**config.mk**
```make
export PLATFORM = sky130hd
export DESIGN_NAME = wino_input_tiler
export DESIGN_NICKNAME = d
export VERILOG_FILES = /design/src/rtl/wino_pkg.sv /design/src/rtl/wino_filter_xform.sv /design/src/rtl/wino_input_tiler.sv
export SDC_FILE = /design/constraint.sdc
export NUM_CORES = 1
export LEC_CHECK = 0
export CORE_ASPECT_RATIO = 1.25
export CORE_MARGIN = 3
export CORE_UTILIZATION = 50
export CTS_CLUSTER_DIAMETER = 50
export DETAILED_ROUTE_END_ITERATION = 12
export GPL_TIMING_DRIVEN = 1
export PLACE_DENSITY_LB_ADDON = 0.3
export SETUP_SLACK_MARGIN = 0.05
export SLEW_MARGIN = 30
export SYNTH_ARGS = -nofsm -noshare
export SYNTH_HDL_FRONTEND = slang
export SYNTH_SLANG_ARGS = --single-unit
```
**constraint.sdc**
```tcl
create_clock -name clk -period 2.6 [get_ports clk]
set_input_delay 0.26 -clock clk [delete_from_list [all_inputs] [get_ports clk]]
set_output_delay 0.26 -clock clk [all_outputs]
set_load 0.01 [all_outputs]
```
**src/rtl/wino_pkg.sv**
```systemverilog
// ============================================================================
//  Module   : wino_pkg
//  Purpose  : Shared types and the B^T / G transforms for the Winograd F(2,3)
//             input tiler and the output-stage bench model.
//  Revision : 1.0 - initial release
// ============================================================================
`default_nettype none

package wino_pkg;

  localparam int DW_DEFAULT = 32;

  typedef logic signed [DW_DEFAULT-1:0] word_t;

  typedef enum logic [1:0] {
    ST_FILL = 2'd0,
    ST_PAIR = 2'd1,
    ST_PAD  = 2'd2,
    ST_EMIT = 2'd3
  } state_t;

  typedef struct packed {
    word_t x1;
    word_t x2;
    word_t x3;
    word_t x4;
  } bt_t;

  typedef struct packed {
    word_t w1;
    word_t w2;
    word_t w3;
    word_t w4;
  } gt_t;

  function automatic bt_t bt_xform(input word_t d0, input word_t d1,
                                   input word_t d2, input word_t d3);
    bt_t r;
    r.x1 = d0 - d2;
    r.x2 = d1 + d2;
    r.x3 = d2 - d1;
    r.x4 = d1 - d3;
    return r;
  endfunction

  // Sums are formed two bits wider so the halving sees the exact value.
  function automatic gt_t g_xform(input word_t g0, input word_t g1,
                                  input word_t g2, input logic rnd);
    logic signed [DW_DEFAULT+1:0] s2;
    logic signed [DW_DEFAULT+1:0] s3;
    logic signed [DW_DEFAULT+1:0] rv;
    gt_t r;
    rv   = signed'({{(DW_DEFAULT+1){1'b0}}, rnd});
    s2   = (DW_DEFAULT+2)'(g0) + (DW_DEFAULT+2)'(g1) + (DW_DEFAULT+2)'(g2) + rv;
    s3   = (DW_DEFAULT+2)'(g0) - (DW_DEFAULT+2)'(g1) + (DW_DEFAULT+2)'(g2) + rv;
    r.w1 = g0;
    r.w2 = DW_DEFAULT'(s2 >>> 1);
    r.w3 = DW_DEFAULT'(s3 >>> 1);
    r.w4 = g2;
    return r;
  endfunction

endpackage

`default_nettype wire

```
**src/rtl/wino_filter_xform.sv**
```systemverilog
// ============================================================================
//  Module   : wino_filter_xform
//  Purpose  : Filter transform register w = G*g, loaded only while the tiler
//             is idle. Define WINO_FILT_ROUND_EN for round-half-up halving.
//  Revision : 1.0 - initial release
// ============================================================================
`default_nettype none

module wino_filter_xform
  import wino_pkg::*;
#(
  parameter int DW = DW_DEFAULT
) (
  input  logic                 clk,
  input  logic                 rst,
  input  logic                 idle_i,
  input  logic                 g_load_i,
  input  logic signed [DW-1:0] g0_i,
  input  logic signed [DW-1:0] g1_i,
  input  logic signed [DW-1:0] g2_i,
  output logic                 g_drop_o,
  output logic signed [DW-1:0] w1_o,
  output logic signed [DW-1:0] w2_o,
  output logic signed [DW-1:0] w3_o,
  output logic signed [DW-1:0] w4_o
);

`ifdef WINO_FILT_ROUND_EN
  localparam logic RND = 1'b1;
`else
  localparam logic RND = 1'b0;
`endif

  gt_t                 w_xf;
  logic                g_drop_q;
  logic signed [DW-1:0] w1_q, w2_q, w3_q, w4_q;

  always_comb begin
    w_xf = g_xform(word_t'(g0_i), word_t'(g1_i), word_t'(g2_i), RND);
  end

  always_ff @(posedge clk or negedge rst) begin
    if (!rst) begin
      g_drop_q <= 1'b0;
      w1_q     <= '0;
      w2_q     <= '0;
      w3_q     <= '0;
      w4_q     <= '0;
    end else begin
      g_drop_q <= g_load_i & ~idle_i;
      if (g_load_i && idle_i) begin
        w1_q <= DW'(w_xf.w1);
        w2_q <= DW'(w_xf.w2);
        w3_q <= DW'(w_xf.w3);
        w4_q <= DW'(w_xf.w4);
      end
    end
  end

  assign g_drop_o = g_drop_q;
  assign w1_o     = w1_q;
  assign w2_o     = w2_q;
  assign w3_o     = w3_q;
  assign w4_o     = w4_q;

endmodule

`default_nettype wire

```
**src/rtl/wino_input_tiler.sv**
```systemverilog
// ============================================================================
//  Module   : wino_input_tiler
//  Purpose  : Forms stride-2 overlapping 4-sample tiles from a serial row and
//             emits x = B^T*d with the held filter transform w. Optional
//             macro WINO_FILT_ROUND_EN selects rounded filter halving.
//  Revision : 1.0 - initial release
// ============================================================================
`default_nettype none

module wino_input_tiler
  import wino_pkg::*;
#(
  parameter int DW = DW_DEFAULT
) (
  input  logic                 clk,
  input  logic                 rst,
  input  logic                 in_valid,
  output logic                 in_ready,
  input  logic signed [DW-1:0] in_data,
  input  logic                 in_last,
  input  logic                 g_load,
  input  logic signed [DW-1:0] g0,
  input  logic signed [DW-1:0] g1,
  input  logic signed [DW-1:0] g2,
  output logic                 g_drop,
  output logic                 out_valid,
  input  logic                 out_ready,
  output logic signed [DW-1:0] x1,
  output logic signed [DW-1:0] x2,
  output logic signed [DW-1:0] x3,
  output logic signed [DW-1:0] x4,
  output logic signed [DW-1:0] w1,
  output logic signed [DW-1:0] w2,
  output logic signed [DW-1:0] w3,
  output logic signed [DW-1:0] w4,
  output logic                 out_last
);

  state_t               state_q;
  logic [2:0]           cnt_q;
  logic                 last_q;
  logic                 out_valid_q;
  logic                 out_last_q;
  logic signed [DW-1:0] d0_q, d1_q, d2_q, d3_q;
  logic signed [DW-1:0] x1_q, x2_q, x3_q, x4_q;

  logic                 w_idle;
  logic                 w_shift;
  logic signed [DW-1:0] w_din;
  bt_t                  w_bt;

  assign in_ready = (state_q == ST_FILL) || (state_q == ST_PAIR);
  assign w_idle   = (state_q == ST_FILL) && (cnt_q == 3'd0) && !out_valid_q;
  assign w_shift  = (state_q == ST_PAD) || (in_valid && in_ready);
  assign w_din    = (state_q == ST_PAD) ? '0 : in_data;

  always_comb begin
    w_bt = bt_xform(word_t'(d0_q), word_t'(d1_q), word_t'(d2_q), word_t'(d3_q));
  end

  // cnt_q tracks window fill toward 4; a PAIR tile re-enters with 2 samples kept.
  always_ff @(posedge clk or negedge rst) begin
    if (!rst) begin
      state_q     <= ST_FILL;
      cnt_q       <= 3'd0;
      last_q      <= 1'b0;
      out_valid_q <= 1'b0;
      out_last_q  <= 1'b0;
      d0_q        <= '0;
      d1_q        <= '0;
      d2_q        <= '0;
      d3_q        <= '0;
      x1_q        <= '0;
      x2_q        <= '0;
      x3_q        <= '0;
      x4_q        <= '0;
    end else begin
      if (w_shift) begin
        d0_q  <= d1_q;
        d1_q  <= d2_q;
        d2_q  <= d3_q;
        d3_q  <= w_din;
        cnt_q <= cnt_q + 3'd1;
      end
      case (state_q)
        ST_FILL, ST_PAIR: begin
          if (w_shift) begin
            if (cnt_q == 3'd3) begin
              state_q <= ST_EMIT;
              last_q  <= in_last;
            end else if (in_last) begin
              state_q <= ST_PAD;
            end
          end
        end
        ST_PAD: begin
          if (cnt_q == 3'd3) begin
            state_q <= ST_EMIT;
            last_q  <= 1'b1;
          end
        end
        ST_EMIT: begin
          if (!out_valid_q) begin
            out_valid_q <= 1'b1;
            out_last_q  <= last_q;
            x1_q        <= DW'(w_bt.x1);
            x2_q        <= DW'(w_bt.x2);
            x3_q        <= DW'(w_bt.x3);
            x4_q        <= DW'(w_bt.x4);
          end else if (out_ready) begin
            out_valid_q <= 1'b0;
            if (last_q) begin
              state_q <= ST_FILL;
              cnt_q   <= 3'd0;
            end else begin
              state_q <= ST_PAIR;
              cnt_q   <= 3'd2;
            end
          end
        end
        default: state_q <= ST_FILL;
      endcase
    end
  end

  assign out_valid = out_valid_q;
  assign out_last  = out_last_q;
  assign x1        = x1_q;
  assign x2        = x2_q;
  assign x3        = x3_q;
  assign x4        = x4_q;

  wino_filter_xform #(
    .DW (DW)
  ) u_filt (
    .clk      (clk),
    .rst      (rst),
    .idle_i   (w_idle),
    .g_load_i (g_load),
    .g0_i     (g0),
    .g1_i     (g1),
    .g2_i     (g2),
    .g_drop_o (g_drop),
    .w1_o     (w1),
    .w2_o     (w2),
    .w3_o     (w3),
    .w4_o     (w4)
  );

endmodule

`default_nettype wire

```
[Word level (Yosys, flattened, before mapping)]
Index checks and enable logic that the tools add are counted.
Cells by class
  add/subtract/negate cells: 9
  equal/unequal tests: 10
  mux-type cells: 20
  bitwise operators: 3
  reduce and logical (&&, ||, !) cells: 14
Operator list (number)
  subtractor 32 bit: 3
  adder 33 x 32 -> 33 bit: 2
  adder 32 x 32 -> 33 bit: 1
  subtractor 32 x 32 -> 33 bit: 1
  adder 32 bit: 1
  two-way mux 32 bit: 1
  two-way mux 2 bit: 7
  two-way mux 3 bit: 4
  != test 2 bit, second input constant: 4
  two-way mux 1 bit: 6
  case mux 2 bit (3 select lines): 1
  AND reduction 5 bit: 1
  == test 2 bit, second input constant: 2
  logical AND 1 bit: 4
  AND reduction 4 bit: 1
  adder 3 x 1 -> 3 bit, second input constant: 1
  == test 3 x 2 -> 1 bit, second input constant: 1
  zero test 3 bit: 1
  != test 3 bit, second input constant: 1
  == test 2 x 1 -> 1 bit, second input constant: 1
  zero test 2 bit: 1
  logical OR 1 bit: 2
  != test 2 x 1 -> 1 bit, second input constant: 1
  inverter 1 bit: 2
  6 further kinds: 6
Word-level totals
  register bits after elaboration: 393
  input bits: 134
  output and inout bits: 260
  logic and storage cells: 74

[Logic depth before layout (Yosys ltp)]
Gate-level depths: netlist of the first run.
  depth in word-level cells: 8
  depth in mapped cells: 14
  gate-level depth less buffers: 14

[Hierarchy]
Synthesis of the first run repeated with hierarchy kept, for this count alone.
Second synthesis, totals
  cells, all modules: 2953
  area, all modules: 25919.9 µm²
Modules (own cells, without submodules)
  wino_input_tiler: times used 1, cells an instance 1860, area each 16320.7 µm², seq. area each 6581.3 µm²
  wino_filter_xform: times used 1, cells an instance 1093, area each 9599.2 µm², seq. area each 3228.1 µm²

[Worst setup path before layout of the first run]
Ideal clock, no wire load.
  kind: in2reg
  from: input g0[1]
  to: register u_filt.w2_q[30], in the netlist u_filt.w2_o[30]
  library setup time: 131 ps
  arrival time: 3506 ps
  data required time: 2469 ps
  path slack: -1037 ps
  cell stages on the path: 14
  path buffers: 0
  cells stage by stage: inv_1 fa_1 inv_1 ha_1 fa_1 a211oi_2 nor2_1 o311a_1 o41a_1 a31o_2 o41ai_4 o21ai_2 xnor2_1 o21ai_1
Between the ends
  word-level cells in the longest chain between the ends: 2
Ends and longest elaborated chain
  from (decl): line wino_input_tiler.sv:22  | input logic signed [DW-1:0] g0,
  adder 32 x 32 -> 33 bit: line wino_pkg.sv:54  | s2 = (DW_DEFAULT+2)'(g0) + (DW_DEFAULT+2)'(g1) + (DW_DEFAULT+2)'(g2) + rv;
  adder 33 x 32 -> 33 bit: line wino_pkg.sv:54
  to (signal assigned): line wino_filter_xform.sv:53  | w2_q <= DW'(w_xf.w2);
  to (decl): line wino_filter_xform.sv:36  | logic signed [DW-1:0] w1_q, w2_q, w3_q, w4_q;
Every way passes these cells.
A chain may end at the register's enable or synchronous reset.

[Worst setup path in the final report of the first run]
  from: input g1[1]
  to: register u_filt.w2_q[24], in the netlist u_filt.w2_o[24]
Between the ends
  word-level cells in the longest chain between the ends: 2
Ends and longest elaborated chain
  from (decl): line wino_input_tiler.sv:23  | input logic signed [DW-1:0] g1,
  adder 32 x 32 -> 33 bit: line wino_pkg.sv:54
  adder 33 x 32 -> 33 bit: line wino_pkg.sv:54
Every way passes these cells.

==> key figures, run 1 <==
Status
  • Outcome: finished with violations
  • Failing checks: negative setup slack

Synthesis
  • Post-synth EDFFs: 0
  • Simple-gate share of the synthesized area: approximately an eighth
  • Multiplexer area fraction after synthesis: 0.630%
  • Synth top cells by count: 433 x nand2_1, 392 x dfrtp_1, 387 x o21ai_0, 335 x inv_1, 191 x ha_1
  • Syn Nets: 3349
  • Yosys top cell by area: dfrtp_1
  • Yosys cell types: 89
  • Seq/Total Area, Yosys: 38.0%
  • Netlist Area Pre-Place: 25800 sq um
  • Synth top area cells: dfrtp_1 38%, ha_1 9.3%, o21ai_0 7.5%, nand2_1 6.3%, fa_1 5.3%
  • Most common cell in the netlist: nand2_1
  • Post-synthesis compound-gate area fraction: ~22%
  • Largest family of logic cells by synthesized area: compound AO/OA/AOI/OAI gates
  • Syn Inst Count: 2956
  • Post-Syn Area per Cell: around 8.7 sq um
  • Yosys reg bits: 392
  • Most common flop cell mapped by yosys: dfrtp_1
  • Xor/xnor cell area share of the yosys netlist: under 10%
  • Synth top area share: 38.0%
  • Synth Area in Adders: 14.5%
  • Synth warnings: 0
  • FFs w/ async S/R, synth: 100%

Setup path
  • Critical path endpoint category: flop
  • R2R depth: 14
  • Crit path DAT: 3.80 ns
  • Top delay family on crit path: compound AO/OA/AOI/OAI gates
  • Reg2reg setup slack: -0.44 ns
  • Slowest cell on crit path: fa_2
  • Bufs and invs on worst path: 4
  • RR Endpoint: x2[21]$_DFFE_PN0P_
  • Kind of critical path: input port to flop
  • Crit path required time: 3.07 ns
  • Crit path max fanout: 4
  • Critical path, cell by cell: buf_8, inv_8, fa_2, inv_2, ha_4, fa_2, a211oi_2, nor2_1, o311a_1, o41a_1, buf_6, a211oi_1, o21ai_1, o21ai_1, xor2_1, o21ai_0
  • Max incr delay on CP: 0.61 ns
  • FF-to-FF Start: d1_q[6]$_DFFE_PN0N_
  • Worst setup SP type: input port

Timing
  • Worst-Margin Slew: 0.820 ns
  • Fin crit share: 128%
  • Post-layout minimum cycle time: approximately 3.3 ns
  • Final worst-path setup slack: -0.735 ns
  • Hold Fails Final Rpt: 0
  • Max Slew Vio Count: 0
  • Hold WS: 0.0117 ns
  • Final Setup Violations: just over 100
  • Final setup skew: 0.0329 ns
  • Relative slew slack: 43.9%
  • RSZ-0062 raised after global routing: true
  • Max Clk Rate: 300 MHz

Hold path
  • HP Start: g2[22]
  • Worst min path class: input port to flop
  • Worst Hold Path EP: u_filt.w4_o[22]$_DFFE_PN0P_
  • Worst hold stages: 3

Final layout
  • Design area: 40800 sq um
  • Diode count: 0
  • Area occupied by multi-input gates: 17100 sq um
  • Filler cells: 2906
  • Layout cells sized above 1: 33.5%
  • Sequential cell area: between 9000 and 10000 sq um
  • Area Growth Syn to Fin: 58.1%
  • Nets: about 4400
  • Final Util: 80.4%

Clock tree
  • Clock transition at path regs: 0.06 ns
  • CTS Buffer Depth: 3
  • Clock Latency Late Sink: 0.61 ns
  • Clk root buf: clkbuf_16
  • Clock tree sinks: 392
  • CTS tree: yes
  • CTS H-Tree Depth: 2
  • CTS Buf Count: 47

Power and ir drop
  • VDD IR-drop max: 0.000660 V
  • Pleak: 0.0195 uW
  • Pwr Total: approximately 58000 uW
  • Pwr per Cell Area: between 1000 and 1500 nW/um^2

Routing
  • Drt total wl: 103 mm
  • DR WL met2: 50.4 mm
  • Highest metal used: met5
  • Drt first-iter violations: roughly 2700
  • Wire length per cell: 21.8 um
  • Wire length on met1: ~37 mm
  • Detailed-route vias per instance: ~5.8
  • 1st-pass router iterations: 7
  • Metal3 WL: 7.98 mm
  • # DRC: 0
  • ANT nets after route: 0
  • Via count: 27400

Die
  • Initial core utilization: between 50 and 60%
  • Die Wd: 209 um
  • DIE AREA: 54400 sq um
  • Vert. Die Dim: approximately 260 um
  • Standard-cell rows: 92
  • I/O pin cnt: 394
  • CORE AREA: 50800 sq um

Place
  • I/O Buffers: approximately 390
  • Post-place setup slack: -1.84 ns
  • Post-DP HPWL: 66.0 mm
  • Post-DP Area: 35100 sq um
  • Placer Congestion: 0.984

Flow run
  • Maxcap violations: 0

GRT
  • Initial antenna violation count: 1
  • Grt total ovfl: 0
  • Total GRT Usage: 33.9%
  • Largest net degree at the start of global routing: 91
  • First-pass GRT wire length: 148 mm
  • Vias in the first global route: roughly 28000
[worst reg2reg max path: cells and delay by family, from the launching register on]
family,cells,cell delay [ns]
AO/OA/AOI/OAI,4,0.85
multiplexers,1,0.21
AND/OR/NAND/NOR,4,0.53
adder cells (fa/ha/maj),1,0.26
buffers and inverters,4,0.61
flip-flops,1,0.42
[layer usage]
metal  vias up  GRT usage [%]
met5         -              0
met4         2           16.8
met3       504           6.97
met2      1477           59.9
met1     13300           38.9
li1      12200              -
[cells by family (layout without fill, tap and decap cells)]
kind of cell / after synthesis / after routing
compound gates: 907 / 907
simple gates: 757 / 757
buf+inv: 471 / 1578
flops: 392 / 392
fa+ha+maj: 259 / 259
xor+xnor: 155 / 155
mux: 15 / 15
[report_power, final]
| group | total (uW) | internal, uW | switching [uW] |
|---|---|---|---|
| sequential | 10300 | 8520 | 1820 |
| combinational | 40500 | 19900 | 20600 |
| clock | 6910 | 4040 | 2880 |
[state kept, by name (all words and copies together), names as in the netlist]
| signal | count |
|---|---|
| x3 | 31 |
| d3_q | 32 |
| d1_q | 32 |
| out_valid | 1 |
| u_filt.w4_o | 32 |
| x4 | 32 |
| u_filt.g_drop_o | 1 |
| x1 | 32 |
| cnt_q | 3 |
| d2_q | 32 |
| state_q | 2 |
| x2 | 32 |
| u_filt.w3_o | 32 |
| d0_q | 32 |
| u_filt.w1_o | 32 |
| out_last | 1 |
| u_filt.w2_o | 32 |
| last_q | 1 |
[metrics by stage]
stage / std cells / setup TNS [ns]
finish: 4721 / -26.69
global route: 4721 / -32.03
CTS: 4682 / -10.64
detailed placement: 4475 / -76.36
global placement: 4475 / -69.66
floorplan: 2956 / -7.17
[worst max-delay path by stage]
stage | from | endpoint | cells past startpoint
2_1_floorplan | g1[1] | u_filt.w2_o[30]$_DFFE_PN0P_ | 14
3_3_place_gp | g1[1] | u_filt.w2_o[30]$_DFFE_PN0P_ | 15
3_5_place_dp | g1[1] | u_filt.w2_o[30]$_DFFE_PN0P_ | 15
4_1_cts | g0[1] | u_filt.w2_o[18]$_DFFE_PN0P_ | 16
5_1_grt | g1[1] | u_filt.w2_o[24]$_DFFE_PN0P_ | 16
6_report | g1[1] | u_filt.w2_o[24]$_DFFE_PN0P_ | 16
[what timing repair did]
item	CTS	global route
setup endpoints to repair	125	124
endpoints found under the hold margin	91	0
resized for setup	617	223
pin swaps	291	238
buffers inserted	130	65
hold buffers	2	0
[cell usage in the layout (no fill, tap or decap), types with 22 or more instances in the layout]
master and n:
inv_2 70, o21ai_0 263, inv_1 253, nor2_1 94, nand2b_1 25, a21oi_1 113
o21ai_1 99, ha_1 124, nand3_1 33, a22o_1 32, nor3_1 26, clkdlybuf4s50_1 327
nand4_1 22, a21o_1 75, ha_4 62, buf_6 97, dfrtp_1 384, o21bai_1 25
nand2_1 421, xnor2_2 30, clkbuf_16 48, dlygate4sd2_1 35, xor2_1 49, fa_1 51
o21ai_2 32, buf_4 656, xnor2_1 66, a21oi_2 47
[layout make-up]
| type | instances | area share [%] |
|---|---|---|
| flip-flops and latches | 392 | 24.1 |
| clock inverters | 23 | 0.659 |
| repair buffers | 1157 | 24.8 |
| multi-input cells | 2093 | 41.9 |
| well taps | 658 | 2.02 |
| inverters | 336 | 3.20 |
| clock buffers | 62 | 3.27 |
Note: power is estimated with default switching activity, not from simulation.
==> run 2: changes to the inputs <==
--- a/config.mk
+++ b/config.mk
@@ -13,6 +13,7 @@
 export GPL_TIMING_DRIVEN = 1
 export PLACE_DENSITY_LB_ADDON = 0.3
 export SETUP_SLACK_MARGIN = 0.05
+export SKIP_LAST_GASP = 1
 export SLEW_MARGIN = 30
 export SYNTH_ARGS = -nofsm -noshare
 export SYNTH_HDL_FRONTEND = slang
==> key figures, run 2 (synthesized netlist as in run 1, its figures left out) <==
Clock tree
  • Clock transition at path regs: ~0.06 ns
  • Clock tree sinks: 392
  • CTS tree: yes
  • Clk root buf: clkbuf_16
  • Clock Latency Late Sink: 0.60 ns
  • CTS Buf Count: 47
  • CTS Buffer Depth: 3
  • CTS H-Tree Depth: 2

Setup path
  • Critical path, cell by cell: buf_8, inv_4, fa_2, inv_2, ha_4, fa_2, a211oi_2, nor2_1, o311a_1, o41a_1, buf_6, a21o_1, a21o_1, a31oi_1, xor2_1, o21ai_1
  • Kind of critical path: input port to flop
  • Crit path required time: 3.08 ns
  • Top delay family on crit path: compound AO/OA/AOI/OAI gates
  • Crit path max fanout: 4
  • Bufs and invs on worst path: 4
  • Critical path endpoint category: flop
  • Worst setup SP type: input port
  • Slowest cell on crit path: fa_2
  • Max incr delay on CP: 0.61 ns
  • Crit path DAT: about 3.8 ns

GRT
  • Initial antenna violation count: 3
  • Largest net degree at the start of global routing: around 90
  • First-pass GRT wire length: roughly 150 mm
  • Vias in the first global route: 27700
  • Total GRT Usage: 33.8%
  • Grt total ovfl: 0

Place
  • Placer Congestion: slightly below 1
  • Placed instance count: 4475
  • I/O Buffers: 393
  • Post-DP HPWL: 66.0 mm
  • Post-DP Area: between 30000 and 40000 sq um

Die
  • DIE AREA: 54400 sq um
  • CORE AREA: just over 50000 sq um
  • Die Wd: 209 um
  • Initial core utilization: about half
  • Vert. Die Dim: between 200 and 300 um
  • I/O pin cnt: a little under 400
  • Standard-cell rows: 92

Routing
  • Drt total wl: 103 mm
  • Drt first-iter violations: 2793
  • Via count: 27400
  • Wire length per cell: between 20 and 25 um
  • 1st-pass router iterations: 6
  • Detailed-route vias per instance: 5.79
  • # DRC: 0
  • ANT nets after route: 0

Timing
  • Fin crit share: 128%
  • Final Setup Violations: approximately 110
  • Max Slew Vio Count: 0
  • Relative slew slack: 48.0%
  • Max Clk Rate: 301 MHz
  • Final setup skew: 0.0219 ns
  • Worst-Margin Slew: 0.760 ns
  • Post-layout minimum cycle time: between 3 and 4 ns
  • Hold WS: 0.0124 ns
  • Hold Fails Final Rpt: 0
  • RSZ-0062 raised after global routing: true
  • Final worst-path setup slack: -0.724 ns

Final layout
  • Layout Cells excl Fill: 4729
  • Commonest non-fill, non-tap cells in the layout: 659 x buf_4, 420 x nand2_1, 386 x dfrtp_1, 328 x clkdlybuf4s50_1, 267 x o21ai_0
  • Area Growth Syn to Fin: 58.5%
  • Layout cells sized above 1: 33.6%
  • Final Util: 80.6%
  • Diode count: 0
  • Nets: 4428
  • Design area: about 40000 sq um
  • Most common cell after layout, fill and taps aside: buf_4

Power and ir drop
  • Pwr Total: 57800 uW
  • VDD IR-drop max: between 0.0006 and 0.0007 V
  • Pleak: 0.0195 uW
  • Pwr per Cell Area: 1410 nW/um^2

Status
  • Outcome: finished with violations
  • Failing checks: negative setup slack

Flow run
  • Maxcap violations: 0

Hold path
  • Worst min path class: input port to flop
==> run 2: cell count changes in the layout (fill, tap and decap cells not counted), sizes merged <==
cell / change
dlymetal6s2s: -1
clkinvlp: +1
clkbuf: +4
buf: +8
inv: -1
dlygate4sd2: -2
clkdlybuf4s15: -2
clkdlybuf4s50: +1
==> run 2: metal layers <==
layer | part of all wire (%) | global-route usage [%]
met1 | 36 | 39.0
met5 | 0.046 | 0
met4 | 6.9 | 16.7
met2 | 50 | 59.8
met3 | 7.8 | 6.91
==> run 2: repair_timing <==
action                                  in CTS  in global routing
gates cloned                                 0                  0
hold buffers                                 2                  0
resized for setup                          590                255
hold endpoints to repair                    91                  0
pin swaps                                  289                239
setup buffers                              130                 73
endpoints found under the setup margin     125                124
==> run 2: worst paths after layout <==
check | from | to | slack [ns] | cells past startpoint
max | g0[1] | u_filt.w2_o[18]$_DFFE_PN0P_ | -0.72 | 16
min reg2reg | x3[13]$_DFFE_PN0P_ | x3[13]$_DFFE_PN0P_ | 0.48 | 2
max in group asynchronous | rst | d1_q[30]$_DFFE_PN0N_ | 1.54 | 3
min in group asynchronous | rst | x2[2]$_DFFE_PN0P_ | 0.17 | 2
max reg2reg | d2_q[5]$_DFFE_PN0N_ | x1[31]$_DFFE_PN0P_ | -0.53 | 14
min | g2[22] | u_filt.w4_o[22]$_DFFE_PN0P_ | 0.01 | 3
==> run 2: worst register-to-register path, stage by stage, from the launching register on <==
cell and delay (ns):
dfrtp_1 0.40, buf_6 0.14, clkinvlp_4 0.14, ha_4 0.26, a21oi_4 0.09, nor2_2 0.30, a211oi_2 0.13, buf_4 0.18
a31oi_4 0.26, buf_6 0.16, a41oi_4 0.12, nand3_2 0.16, a41oi_2 0.15, or4_1 0.50, nand3_1 0.08
==> run 2: area by class of cell <==
cell class                      count  area, sq um
Sequential cell                   392         9820
Tap cell                          658          823
Multi-Input combinational cell   2093        17200
Clock buffer                       62         1330
Clock inverter                     23          269
Inverter                          336         1310
Fill cell                        2853         9870
Timing Repair Buffer             1165        10200
==> run 2: per-stage QoR <==
step	setup slack [ns]	TNS, ns
finish	-0.724	-29.64
global route	-0.724	-35.12
CTS	-0.604	-11.23
detailed placement	-1.84	-76.36
global placement	-1.79	-69.66
floorplan	-0.956	-7.17
==> run 2: power breakdown <==
part | switching [uW] | leakage (uW) | internal, uW
clock network | 2860 | 0.000787 | 4040
logic | 20700 | 0.0136 | 20000
registers | 1810 | 0.00515 | 8520
total | 25300 | 0.0195 | 32500
